$ cat src/rtl/joypad_poller.sv
// Polls nes_bridge at a fixed rate, latches completed samples as active-high buttons,
// and keeps sticky press/release flags with a maskable level interrupt.
module joypad_poller #(
    parameter int unsigned POLL_PERIOD = 833_333,
    parameter int unsigned TIMEOUT     = 2_000_000
) (
    input  logic        clk,
    input  logic        rst_n,
    output logic        bridge_start_o,
    output logic [1:0]  bridge_addr_o,
    input  logic [7:0]  bridge_rdata_i,
    input  logic [1:0]  bus_addr_i,
    input  logic        bus_wen_i,
    input  logic [7:0]  bus_wdata_i,
    output logic [31:0] bus_rdata_o,
    output logic        irq_o
);

    localparam int unsigned PW = (POLL_PERIOD > 2) ? $clog2(POLL_PERIOD) : 1;
    localparam int unsigned TW = (TIMEOUT > 2) ? $clog2(TIMEOUT) : 1;
    localparam logic [PW-1:0] PERIOD_RELOAD = PW'(POLL_PERIOD - 1);
    localparam logic [TW-1:0] TO_LAST       = TW'(TIMEOUT - 1);

    localparam logic [1:0] A_READY = 2'b00;
    localparam logic [1:0] A_VALID = 2'b01;
    localparam logic [1:0] A_JOY   = 2'b10;

    typedef enum logic [2:0] {
        S_WAIT,
        S_REQ,
        S_BUSY,
        S_CHECK,
        S_LATCH
    } state_e;

    state_e        state_q, state_d;
    logic [PW-1:0] period_q, period_d;
    logic [TW-1:0] to_q, to_d;
    logic          blank_q, blank_d;
    logic [7:0]    buttons_q, buttons_d;
    logic          have_q, have_d;
    logic          err_q, err_d;
    logic [7:0]    press_q, press_d;
    logic [7:0]    rel_q, rel_d;
    logic [2:0]    ctrl_q, ctrl_d;
    logic          irq_q, irq_d;
    logic [1:0]    addr_q, addr_d;

    logic          start;
    logic [7:0]    new_btn;
    logic [7:0]    press_set, rel_set;
    logic [7:0]    press_clr, rel_clr;
    logic          wr_status, wr_press, wr_rel, wr_ctrl;

    assign wr_status = bus_wen_i && (bus_addr_i == 2'd0);
    assign wr_press  = bus_wen_i && (bus_addr_i == 2'd1);
    assign wr_rel    = bus_wen_i && (bus_addr_i == 2'd2);
    assign wr_ctrl   = bus_wen_i && (bus_addr_i == 2'd3);

    always_comb begin
        state_d   = state_q;
        period_d  = period_q;
        to_d      = to_q;
        blank_d   = blank_q;
        buttons_d = buttons_q;
        have_d    = have_q;
        err_d     = err_q;
        press_set = '0;
        rel_set   = '0;
        start     = 1'b0;
        new_btn   = ~bridge_rdata_i;

        // Clear is applied first so a timeout raised in the same cycle wins.
        if (wr_status && bus_wdata_i[1]) begin
            err_d = 1'b0;
        end

        case (state_q)
            S_WAIT: begin
                to_d = '0;
                if (!ctrl_q[0]) begin
                    period_d = PERIOD_RELOAD;
                end else if (period_q == '0) begin
                    period_d = PERIOD_RELOAD;
                    state_d  = S_REQ;
                end else begin
                    period_d = period_q - 1'b1;
                end
            end
            S_REQ: begin
                if (bridge_rdata_i[0]) begin
                    start   = 1'b1;
                    to_d    = '0;
                    blank_d = 1'b1;
                    state_d = S_BUSY;
                end else if (to_q == TO_LAST) begin
                    err_d   = 1'b1;
                    state_d = S_WAIT;
                end else begin
                    to_d = to_q + 1'b1;
                end
            end
            S_BUSY: begin
                // Ready is ignored on the first cycle; the bridge has not yet dropped it.
                if (!blank_q && bridge_rdata_i[0]) begin
                    state_d = S_CHECK;
                end else if (to_q == TO_LAST) begin
                    err_d   = 1'b1;
                    state_d = S_WAIT;
                end else begin
                    to_d    = to_q + 1'b1;
                    blank_d = 1'b0;
                end
            end
            S_CHECK: begin
                state_d = bridge_rdata_i[0] ? S_LATCH : S_WAIT;
            end
            S_LATCH: begin
                if (have_q) begin
                    press_set = new_btn & ~buttons_q;
                    rel_set   = ~new_btn & buttons_q;
                end
                buttons_d = new_btn;
                have_d    = 1'b1;
                state_d   = S_WAIT;
            end
            default: begin
                state_d = S_WAIT;
            end
        endcase

        press_clr = wr_press ? bus_wdata_i : '0;
        rel_clr   = wr_rel ? bus_wdata_i : '0;
        press_d   = (press_q & ~press_clr) | press_set;
        rel_d     = (rel_q & ~rel_clr) | rel_set;
        ctrl_d    = wr_ctrl ? bus_wdata_i[2:0] : ctrl_q;
        irq_d     = ((|press_q) & ctrl_q[1]) | ((|rel_q) & ctrl_q[2]);

        case (state_d)
            S_CHECK: addr_d = A_VALID;
            S_LATCH: addr_d = A_JOY;
            default: addr_d = A_READY;
        endcase
    end

    always_ff @(posedge clk or negedge rst_n) begin
        if (!rst_n) begin
            state_q   <= S_WAIT;
            period_q  <= PERIOD_RELOAD;
            to_q      <= '0;
            blank_q   <= 1'b0;
            buttons_q <= '0;
            have_q    <= 1'b0;
            err_q     <= 1'b0;
            press_q   <= '0;
            rel_q     <= '0;
            ctrl_q    <= '0;
            irq_q     <= 1'b0;
            addr_q    <= A_READY;
        end else begin
            state_q   <= state_d;
            period_q  <= period_d;
            to_q      <= to_d;
            blank_q   <= blank_d;
            buttons_q <= buttons_d;
            have_q    <= have_d;
            err_q     <= err_d;
            press_q   <= press_d;
            rel_q     <= rel_d;
            ctrl_q    <= ctrl_d;
            irq_q     <= irq_d;
            addr_q    <= addr_d;
        end
    end

    assign bridge_start_o = start;
    assign bridge_addr_o  = addr_q;
    assign irq_o          = irq_q;

    always_comb begin
        bus_rdata_o = '0;
        case (bus_addr_i)
            2'd0: bus_rdata_o = {21'd0, (state_q != S_WAIT), err_q, have_q, buttons_q};
            2'd1: bus_rdata_o = {24'd0, press_q};
            2'd2: bus_rdata_o = {24'd0, rel_q};
            default: bus_rdata_o = {29'd0, ctrl_q};
        endcase
    end

endmodule

$ cat config.mk
export PLATFORM = sky130hd
export DESIGN_NAME = joypad_poller
export DESIGN_NICKNAME = d
export VERILOG_FILES = /design/src/rtl/joypad_poller.sv
export SDC_FILE = /design/constraint.sdc
export NUM_CORES = 1
export LEC_CHECK = 0
export CORE_MARGIN = 4
export CORE_UTILIZATION = 59
export CTS_CLUSTER_DIAMETER = 200
export DETAILED_ROUTE_END_ITERATION = 10
export GPL_ROUTABILITY_DRIVEN = 0
export PLACE_DENSITY = 0.85
export RECOVER_POWER = 50
export REMOVE_ABC_BUFFERS = 1
export SLEW_MARGIN = 20
export SYNTH_ARGS = -nofsm -noshare
export SYNTH_HDL_FRONTEND = slang
export SYNTH_SLANG_ARGS = --single-unit
$ cat constraint.sdc
create_clock -name clk -period 6.1 [get_ports clk]
set_clock_uncertainty 0.2 [all_clocks]
set_input_delay 1.22 -clock clk [delete_from_list [all_inputs] [get_ports clk]]
set_output_delay 1.22 -clock clk [all_outputs]
set_load 0.02 [all_outputs]
# After elaboration in Yosys (flattened, before gate mapping)
# Index checks and enable logic that the tools add are counted.
totals:
  wordCells: 90
  inputBits: 21
  reg_bits: 77
classes:
  n_addsub: 2
  n_bitwise: 14
  n_reduce_logical: 17
  n_eq_ne: 13
  muxes: 32
ops:
  columns: ["cell", "count"]
  rows:
  - ["21-bit 2-to-1 mux", 3]
  - ["21-bit case mux with 3 select lines", 1]
  - ["8-bit 2-to-1 mux", 6]
  - ["20-bit 2-to-1 mux", 2]
  - ["8-bit NOT", 5]
  - ["11-bit case mux with 3 select lines", 1]
  - ["8-bit bitwise AND", 4]
  - ["21-bit by 1-bit adder with 21-bit output, second input constant", 1]
  - ["21-bit equality test, second input constant", 1]
  - ["20-bit zero test", 1]
  - ["20-bit by 1-bit subtractor with 20-bit output, second input constant", 1]
  - ["3-bit 2-to-1 mux", 6]
  - ["8-bit bitwise OR", 2]
  - ["8-bit OR reduction", 2]
  - ["3-bit case mux with 4 select lines", 1]
  - ["3-bit by 2-bit equality test with 1-bit output, second input constant", 3]
  - ["1-bit 2-to-1 mux", 9]
  - ["3-bit equality test, second input constant", 2]
  - ["1-bit logical AND", 6]
  - ["2-bit inequality test, second input constant", 3]
  - ["3-bit nonzero test", 2]
  - ["2-bit equality test, second input constant", 2]
  - ["1-bit case mux with 2 select lines", 2]
  - ["2-bit case mux with 2 select lines", 1]
  - ["10 further kinds", 11]

# Logic depth before layout (Yosys ltp)
logic_depth:
  depth_word: 7
  ltp_mapped: 7
  mapped_depth_nobuf: 7

# Worst setup path before layout
# OpenSTA, ideal clock, no wires.
synth_timing:
  path_kind: "input port to output port"
  startpoint: "input port bus_addr_i[0]"
  endpoint: "output port bus_rdata_o[3]"
  path_stages: 4
  path_buffers: 2
  arrival_ns: 2.314
  t_required_ns: 4.680
  slack_ns: 2.366
  path_cell_list: "clkbuf_1 buf_2 mux2i_1 o21ai_0"
synth_between:
  elab_chain_cells: 2
synth_lines:
  columns: ["element", "line", "text"]
  rows:
  - ["start, declared", "12", "input logic [1:0] bus_addr_i,"]
  - ["2-bit equality test, or another cell as far along", "182", "case (bus_addr_i)"]
  - ["11-bit case mux with 3 select lines *", "182", null]
  - ["end, declared", "15", "output logic [31:0] bus_rdata_o,"]
# Every way passes the cells marked *; elsewhere a longest branch is shown, timed or not.

# Worst setup path in the final report
layout_timing:
  startpoint: "input port bus_addr_i[0]"
  endpoint: "output port bus_rdata_o[2]"
# The elaborated chain is that of the path after synthesis.

==> key figures <==
Clocking
  – CTS clk-pin slew, worst paths: 80 ps
  – Num CTS Buffers: 9
  – H-tree depth: 3
  – Clk sink count: 77
  – CTS tree: yes
  – CTS Buffer Depth: 2
  – Clk_lat worst skew: 350 ps
  – CTS Hold Bufs: 0
  – # resized after CTS: 0
  – Clk root buf: clkbuf_8
  – # Post-CTS Setup Buffers: 0

Placement
  – Dpl hpwl: 6450 um
  – Port Buffers: 35
  – Placed Cells: 554

Synth
  – Compound-gate portion of the synthesized area: 0.150
  – Post-synthesis xor/xnor area fraction: 0.0356
  – Async SR Flop Fraction: 1.00
  – Top cells by area, synth: dfrtp_1 39%, dfstp_2 6.9%, nand2_1 5.9%
  – Mean Syn Cell Area: 9.56 um2
  – Synth Warn #: 0
  – Adder-cell share of the synthesized area: 0.00598
  – Synth Area in Simple Gates: 0.239
  – Top_reg_cell synth: dfrtp_1
  – Top cells by count, synth: 66 x dfrtp_1, 66 x nand2_1, 40 x nor2_1, 27 x o21ai_0, 22 x buf_4
  – Synth unique cells: 60
  – Share of Yosys cell area claimed by the top area cell type: 0.395
  – Synthesized area: 4190 um2
  – Synth area leader: dfrtp_1
  – Register area share after synthesis: 0.464
  – FF+latch count, synth: 77
  – Cells after Synth: 438
  – Mux contribution to synthesized area: 0.0439
  – Largest family of logic cells by synthesized area: simple AND/OR/NAND/NOR gates
  – EDFF count, synth: 0

Cells and area
  – Final design utilization: 0.687
  – Layout area overhead: 12.2%
  – Fin cells: 570
  – Fraction of layout instances using a drive strength above 1: 0.110
  – Layout Nets: 492
  – N_diodes: 0

Pwr
  – Worst-case vdd ir drop: 0.165 mV
  – Static Leak: 1.90 nW
  – PwrDens: 325 nW/um2

Worst hold path
  – Min-delay worst type: reg2reg
  – Hold EP: period_q[1]
  – Hold depth: 2
  – Worst Min Path Start: period_q[1]

Timing
  – Final period util: 0.783
  – Hold Worst Slack: 308 ps
  – Final Hold Viols: 0
  – Max Transition Viols Final: 20
  – Period minus WS final: 4780 ps
  – Fmax: 0.209 GHz
  – Endpoints failing setup: 0
  – Slew HR: -0.270
  – Worst-Margin Slew: 1890 ps
  – TNS Setup: 0 ps
  – RSZ-0062 raised after global routing: false

GRT
  – First-pass GRT wire length: 15700 um
  – Initial antenna violation count: 0
  – Total GRT Usage: 0.231
  – Vias in the first global route: 3223
  – Pin count of the biggest net entering global routing: 78
  – Grt total ovfl: 0

Setup path
  – Critical path type: in2out
  – Critical path peak fanout: 15
  – Cells on worst reg2reg path: 5
  – Startpoint types: input port
  – Flop-to-flop setup slack: 2820 ps
  – Critical path required time: 4680 ps
  – Crit path arrival time: 3360 ps
  – FF-to-FF End: period_q[11]
  – Reg-to-Reg Start: state_q[2]
  – Crit. End Element: primary output

Detailed routing
  – DR pass1 iterations: 5
  – DRC Markers: 0
  – Routed vias: 3389
  – Number of routed nets with antenna violations: 0
  – DRT iter0 DRCs: 233
  – Post-DR wirelength/cell: 15.9 um
  – Via-per-instance ratio: 5.95
  – Post-Route WL: 9080 um

Outcome
  – Failing checks: max-capacitance violations, max-slew violations
  – Outcome: finished with violations

Floorplan
  – # rows: 30
  – Die ar.: 8510 um2
  – Core box area: 6830 um2
  – Starting density of the core: 0.613
  – Die H: 92.2 um
  – I/O pin total: 57
  – Die W: 92.2 um

Job
  – Max_cap viols: 1
-- logic make-up after synthesis --
kind of cell | after synthesis
simple gates | 194
compound gates | 89
flops | 77
buf+inv | 44
xor+xnor | 17
mux | 14
fa+ha+maj | 2
other cells | 1
-- metrics by stage --
| step | power (mW) | instance area (um2) | setup WS (ps) |
|---|---|---|---|
| 2_1_floorplan | 0.973 | 4040 | 2850 |
| 3_3_place_gp | 1.12 | 4510 | 1410 |
| 3_5_place_dp | 1.14 | 4510 | 1320 |
| 4_1_cts | 1.54 | 4710 | 1320 |
| 5_1_grt | 1.62 | 4690 | 1220 |
| 6_report | 1.52 | 4690 | 1320 |
-- worst max-delay path by stage --
stage               cells past startpoint             end               from  slack, ps
global placement                        3  bus_rdata_o[2]      bus_addr_i[0]       1410
detailed placement                      3  bus_rdata_o[2]      bus_addr_i[0]       1320
global route                            5  bus_rdata_o[5]      bus_addr_i[0]       1220
CTS                                     3  bus_rdata_o[2]      bus_addr_i[0]       1320
finish                                  3  bus_rdata_o[2]      bus_addr_i[0]       1320
floorplan                               2  bridge_start_o  bridge_rdata_i[0]       2850
-- sequential cells by signal, summed over array words and instances, names as in the netlist --
register / cells
buttons_q: 8
press_q: 8
to_q: 21
bridge_addr_o: 2
blank_q: 1
ctrl_q: 3
rel_q: 8
have_q: 1
irq_o: 1
err_q: 1
period_q: 20
state_q: 3
-- power breakdown --
part	total (mW)	switching [mW]	leakage (nW)	internal (mW)
combinational	0.452	0.280	0.813	0.172
clock	0.393	0.190	0.0972	0.203
sequential	0.678	0.0869	0.992	0.592
-- final cells by class --
class / count / area, um2
clock inverters: 4 / 55.1
flip-flops and latches: 77 / 1940
repair buffers: 35 / 348
well taps: 96 / 120
inverters: 9 / 33.8
multi-input cells: 337 / 2050
fillers: 544 / 2140
clock buffers: 12 / 145
-- metal layers --
layer,wire length (um),track usage,up-vias
met5,0,0,-
met4,85,0.0582,0
met3,556,0.0574,10
met2,4380,0.364,108
met1,4060,0.322,1666
li1,-,-,1605
-- critical path, cell delays in order --
cell,delay [ps]
clkdlybuf4s50_1,960
mux4_2,610
clkdlybuf4s50_1,570
-- layout by cell type (no fill, tap or decap), drive strengths merged, types with 5 or more instances in the layout --
cell | Yosys | routed
a21oi | 10 | 10
a22o | 5 | 5
a31oi | 5 | 5
a32o | 8 | 8
and3 | 5 | 5
clkbuf | 6 | 12
clkdlybuf4s50 | 0 | 30
conb | 1 | 21
dfrtp | 66 | 66
dfstp | 11 | 11
inv | 9 | 10
mux2 | 5 | 5
mux2i | 6 | 6
nand2 | 66 | 66
nand2b | 5 | 5
nand3 | 17 | 17
nand4 | 12 | 12
nor2 | 42 | 42
nor2b | 5 | 5
nor3 | 18 | 18
nor4 | 8 | 8
o21ai | 29 | 29
o31ai | 14 | 14
or3 | 5 | 5
xnor2 | 8 | 8
xor2 | 9 | 9
Power figures use the tool's default switching activity.
